## src/rtl/cgr_kmer_addr.sv

```systemverilog
// ---------------------------------------------------------------------------
// cgr_kmer_addr
//
// Chaos-game-representation address generator for 2-bit nucleotide streams.
// Each accepted base shifts bit1 into the x window and bit0 into the y window.
// Both windows shift in from the MSB, so the newest base always lands in the
// MSB. Once K bases have been seen since the last restart, the block emits a
// 2K-bit k-mer address {x, y}. The consumer uses it to bump a CGR frequency
// counter RAM.
//
// Ports
//   CLK, RST     clock; asynchronous active-high reset
//   sym_valid    input symbol valid
//   sym_ready    block can take a symbol this cycle (combinational)
//   sym          nucleotide code: bit1 -> x window, bit0 -> y window
//   sym_n        ambiguous base; sym ignored, window restarts
//   sym_last     final symbol of the current sequence
//   cfg_overlap  1 = sliding k-mers, 0 = non-overlapping k-mers. Latched on
//                the first symbol of each sequence.
//   addr_valid   k-mer address valid
//   addr_ready   consumer accepts the address
//   addr         {x_window, y_window}
//   addr_last    addr is the last k-mer of its sequence
//   seq_done     one-cycle pulse after a sym_last symbol is accepted
//   kmer_count   k-mers emitted since reset (saturating)
//   ambig_count  N symbols accepted since reset (saturating)
//
// Handshake semantics (both sides)
//   A transfer happens on a rising CLK edge where valid && ready are both
//   high. Once raised, valid stays high and its payload stays stable until
//   that transfer completes. Ready may depend combinationally on the
//   downstream ready: sym_ready = !addr_valid || addr_ready. The single
//   output register can therefore be refilled in the same cycle it drains,
//   which gives one k-mer per clock at full throughput.
// ---------------------------------------------------------------------------
module cgr_kmer_addr #(
  parameter int K     = 3,
  parameter int CNT_W = 16
) (
  input  logic             CLK,
  input  logic             RST,
  input  logic             sym_valid,
  output logic             sym_ready,
  input  logic [1:0]       sym,
  input  logic             sym_n,
  input  logic             sym_last,
  input  logic             cfg_overlap,
  output logic             addr_valid,
  input  logic             addr_ready,
  output logic [2*K-1:0]   addr,
  output logic             addr_last,
  output logic             seq_done,
  output logic [CNT_W-1:0] kmer_count,
  output logic [CNT_W-1:0] ambig_count
);

  localparam int FILL_W = $clog2(K + 1);

  // CGR centre: MSB set, remaining bits clear.
  localparam logic [K-1:0]      WIN_INIT  = {1'b1, {(K-1){1'b0}}};
  localparam logic [FILL_W-1:0] FILL_ZERO = '0;
  localparam logic [FILL_W-1:0] FILL_FULL = FILL_W'(K);
  localparam logic [CNT_W-1:0]  CNT_MAX   = '1;

  // Window phase, derived from the fill counter.
  localparam logic [0:0] PH_FILL = 1'b0;  // fewer than K bases in the window
  localparam logic [0:0] PH_RUN  = 1'b1;  // window holds K valid bases

  // -------------------------------------------------------------------------
  // State
  // -------------------------------------------------------------------------
  logic [K-1:0]      x_q;
  logic [K-1:0]      y_q;
  logic [FILL_W-1:0] fill_q;
  logic              overlap_q;   // overlap mode latched for this sequence
  logic              seq_active_q;

  // -------------------------------------------------------------------------
  // Combinational decode
  // -------------------------------------------------------------------------
  logic              accept;
  logic              mode_overlap;
  logic [0:0]        phase;
  logic [K-1:0]      x_shift;
  logic [K-1:0]      y_shift;
  logic [FILL_W-1:0] fill_inc;
  logic              emit;

  assign sym_ready = !addr_valid || addr_ready;
  assign accept    = sym_valid && sym_ready;

  // The first symbol of a sequence uses the live cfg_overlap value, because
  // the latch only updates on that same edge.
  assign mode_overlap = seq_active_q ? overlap_q : cfg_overlap;

  assign phase   = (fill_q == FILL_FULL) ? PH_RUN : PH_FILL;
  assign x_shift = {sym[1], x_q[K-1:1]};
  assign y_shift = {sym[0], y_q[K-1:1]};

  // Fill saturates at K. In overlap mode it parks in PH_RUN, so every
  // further base completes a k-mer.
  assign fill_inc = (phase == PH_RUN) ? fill_q : fill_q + 1'b1;

  assign emit = accept && !sym_n && (fill_inc == FILL_FULL);

  // -------------------------------------------------------------------------
  // Next-state for window and fill
  // -------------------------------------------------------------------------
  logic [K-1:0]      x_d;
  logic [K-1:0]      y_d;
  logic [FILL_W-1:0] fill_d;

  always_comb begin
    x_d    = x_q;
    y_d    = y_q;
    fill_d = fill_q;
    if (accept) begin
      if (sym_n) begin
        x_d    = WIN_INIT;
        y_d    = WIN_INIT;
        fill_d = FILL_ZERO;
      end else begin
        x_d = x_shift;
        y_d = y_shift;
        // Non-overlapping mode needs K fresh bases after each emit. The old
        // bases stay in the window but are fully shifted out before the
        // next emit.
        fill_d = (emit && !mode_overlap) ? FILL_ZERO : fill_inc;
      end
      // End of sequence takes priority. The emit above, if any, has already
      // captured the shifted window.
      if (sym_last) begin
        x_d    = WIN_INIT;
        y_d    = WIN_INIT;
        fill_d = FILL_ZERO;
      end
    end
  end

  always_ff @(posedge CLK or posedge RST) begin
    if (RST) begin
      x_q    <= WIN_INIT;
      y_q    <= WIN_INIT;
      fill_q <= FILL_ZERO;
    end else begin
      x_q    <= x_d;
      y_q    <= y_d;
      fill_q <= fill_d;
    end
  end

  // -------------------------------------------------------------------------
  // Sequence tracking: overlap mode is sampled once per sequence
  // -------------------------------------------------------------------------
  always_ff @(posedge CLK or posedge RST) begin
    if (RST) begin
      overlap_q    <= 1'b1;
      seq_active_q <= 1'b0;
    end else if (accept) begin
      if (!seq_active_q) begin
        overlap_q <= cfg_overlap;
      end
      seq_active_q <= !sym_last;
    end
  end

  // -------------------------------------------------------------------------
  // Output register slot
  // -------------------------------------------------------------------------
  always_ff @(posedge CLK or posedge RST) begin
    if (RST) begin
      addr_valid <= 1'b0;
      addr       <= '0;
      addr_last  <= 1'b0;
    end else if (emit) begin
      // An emit only happens on an accept, and an accept only happens when
      // the slot is empty or draining this cycle. Overwriting is always safe.
      addr_valid <= 1'b1;
      addr       <= {x_shift, y_shift};
      addr_last  <= sym_last;
    end else if (addr_ready) begin
      addr_valid <= 1'b0;
    end
  end

  always_ff @(posedge CLK or posedge RST) begin
    if (RST) begin
      seq_done <= 1'b0;
    end else begin
      seq_done <= accept && sym_last;
    end
  end

  // -------------------------------------------------------------------------
  // Saturating statistics
  // -------------------------------------------------------------------------
  always_ff @(posedge CLK or posedge RST) begin
    if (RST) begin
      kmer_count <= '0;
    end else if (emit && (kmer_count != CNT_MAX)) begin
      kmer_count <= kmer_count + 1'b1;
    end
  end

  always_ff @(posedge CLK or posedge RST) begin
    if (RST) begin
      ambig_count <= '0;
    end else if (accept && sym_n && (ambig_count != CNT_MAX)) begin
      ambig_count <= ambig_count + 1'b1;
    end
  end

endmodule

```

## config.mk

```make
export PLATFORM = sky130hd
export DESIGN_NAME = cgr_kmer_addr
export DESIGN_NICKNAME = d
export VERILOG_FILES = /design/src/rtl/cgr_kmer_addr.sv
export SDC_FILE = /design/constraint.sdc
export NUM_CORES = 1
export LEC_CHECK = 0
export CAP_MARGIN = 20
export CORE_MARGIN = 2
export CORE_UTILIZATION = 30
export DETAILED_ROUTE_END_ITERATION = 6
export GPL_ROUTABILITY_DRIVEN = 0
export PLACE_DENSITY = 0.57
export RECOVER_POWER = 50
export SETUP_SLACK_MARGIN = 0.5
export SYNTH_ARGS = -nofsm -noshare
export SYNTH_HDL_FRONTEND = slang
export SYNTH_SLANG_ARGS = --single-unit
```

## constraint.sdc

```tcl
create_clock -name CLK -period 1.9 [get_ports CLK]
set_input_delay 0.57 -clock CLK [delete_from_list [all_inputs] [get_ports CLK]]
set_output_delay 0.57 -clock CLK [all_outputs]
set_load 0.1 [all_outputs]
```

==> out/results.tsv <==
metric	value	unit
rsz0062_at_grt	yes	
grt_pass1_vias	2013	
vias_per_cell	4.54	
drive_gt1_share	69.3	%
drt-total-wl	6050	µm
drv_cap	0	
fin_crit_sh	91.8	%
cts_sinks	49	
clk_path_buf_depth	2	
start_kind	register	
ys_top_cells_by_area	dfrtp_1, xor2_1, xnor2_1, mux2_2, dfstp_2	
synth_ff_type	dfrtp_1	
hold_class	reg -> reg	
grt_pass1_wl	9640	µm
yosysMostFrequentCell	dfrtp_1	
setup_viol_count_final	0	
period_needed	1.74	ns
synth_area_leader_cell	dfrtp_1	
synth_edf_count	0	
async_flop_share	100	%
syn_inst	192	
wl_per_cell	14.3	µm
slew_headroom	44.4	%
drc	0	
place.port_buffers	50	
grt_overflow_total	0	
clkLatencyLatePin	0.30	ns
cts_tree	yes	
p_total	4.02	mW
synthTopCellsByCount	dfrtp_1, nand2_1, xor2_1	
run_status	completed	
gr-usage-all-layers	14.7	%
final_max_slew_viol_count	0	
synth_fp_nets	203	
rows	31	
fin_util	60.4	%
firstDrtPassIters	4	
leakagePower	1.95	nW
clock_tree.root_cell	clkbuf_8	
syn-cell-area	2210	µm²
ys_seq_elements	49	
htreeDepth	2	
synth_cell_type_count	34	
ios	51	
rrSetupSlack	0.16	ns
required	2.08	ns
skew	0.0136	ns
final_nets	333	
grt_max_degree	18	
clk_pin_slew	0.08	ns
ant_nets	0	
fmax	573	MHz
hpwl	3720	µm
yosysTopAreaCellShare	52.0	%
yosysWarnings	0	
drtIter0Drc	45	
fillers	574	
ctsHoldBuffers	0	
antenna_found_initial	1	
cp_data_arrival_time	1.93	ns
synth_seq_area_share	55.6	%
syn_to_final_growth	96.8	%
syn_avg_cell_area	11.5	µm²
power.density	923	nW/µm²
start_util	30.7	%
crit_path_end_kind	register	
die_h	89.9	µm
dp_slack	-0.263	ns
worstPathMaxFanout	5	
core	7210	µm²
tightest_slew	0.830	ns
cts_buffers	5	
fp.dieW	89.9	µm
path_class	reg -> reg	
setup_ws	0.156	ns
num_vias	1922	
dieArea	8080	µm²
vdd_drop_max	1.32	mV
final-hold-violation-count	0	
-- registers in the layout, summed over array words and instances (netlist names) --
| name | count |
|---|---|
| addr | 6 |
| addr_last | 1 |
| addr_valid | 1 |
| ambig_count | 16 |
| fill_q | 2 |
| kmer_count | 16 |
| overlap_q | 1 |
| seq_active_q | 1 |
| seq_done | 1 |
| x_q | 2 |
| y_q | 2 |
-- metal layers --
metal | GRT usage (%) | up-vias | share of wire (%)
met1 | 19.7 | 940 | 44
met4 | 2.69 | 0 | 0.64
met5 | 0 | - | 0
met3 | 3.52 | 5 | 4.1
met2 | 24.6 | 44 | 51
li1 | - | 933 | -
-- stage by stage --
step                      cell area (µm²)  TNS, ns  instances  hold slack [ns]
final                                4360        0        423            0.477
after global routing                 4360        0        423            0.498
after CTS                            4220        0        410            0.483
after detailed placement             3660    -5.69        358            0.464
after global placement               3660    -4.43        358            0.455
after floorplan                      2480  -0.0462        192            0.434
-- area by class of cell --
class,count,area (µm²),share of cell area (%)
Timing Repair Buffer,127,1530,35.0
Sequential cell,49,1350,31.0
Multi-Input combinational cell,136,1250,28.7
Tap cell,99,124,2.84
Clock buffer,8,90.1,2.07
Inverter,3,12.5,0.287
Antenna cell,1,2.50,0.0574
-- logic make-up after synthesis --
kind of cell,share of synthesized area [%]
DFF,55.6
muxes,5.20
adders and majority gates,1.13
and+or+nand+nor,21.5
xor gates and xnor gates,11.9
buffers and inverters,1.36
AOI/OAI and AO/OA,3.39
-- repair_timing --
action	4_1_cts	5_1_grt
pin swaps	16	29
resized for setup	32	48
buffers inserted	43	12
setup endpoints to repair	90	86
gates cloned	1	0
-- path summary, 6_finish.rpt --
check / start / depth (start not counted) / endpoint
worst min register to register: y_q[1] / 2 / y_q[1]
max in group asynchronous: RST / 3 / y_q[2]
worst min-delay path: y_q[1] / 2 / y_q[1]
worst max register to register: ambig_count[15] / 5 / ambig_count[1]
worst max-delay path: ambig_count[15] / 5 / ambig_count[1]
min in group asynchronous: RST / 2 / kmer_count[3]
-- worst max-delay path, cell delays in order (launching register included) --
cell and delay [ns]:
dfrtp_4 0.42, nand4_1 0.12, or2_4 0.26, o311ai_4 0.35, buf_12 0.18, mux2_4 0.29
-- placed cells by master (no fill, tap or decap), types with 8 or more instances in the layout --
| cell | instances |
|---|---|
| buf_4 | 43 |
| xor2_1 | 17 |
| dfrtp_4 | 28 |
| mux2_2 | 8 |
| buf_6 | 26 |
| xnor2_1 | 9 |
| nand4_1 | 11 |
| nand2_1 | 15 |
| dfrtp_2 | 11 |
| buf_12 | 37 |
| clkbuf_2 | 8 |
-- power by group --
| part | switching (mW) | internal (mW) | leakage, nW | total [mW] |
|---|---|---|---|---|
| sequential | 0.159 | 1.24 | 0.584 | 1.40 |
| clock | 0.336 | 0.298 | 0.0455 | 0.634 |
| combinational | 1.28 | 0.708 | 1.32 | 1.99 |
| total | 1.78 | 2.25 | 1.95 | 4.02 |
No activity file was read; power rests on OpenSTA's default activity.
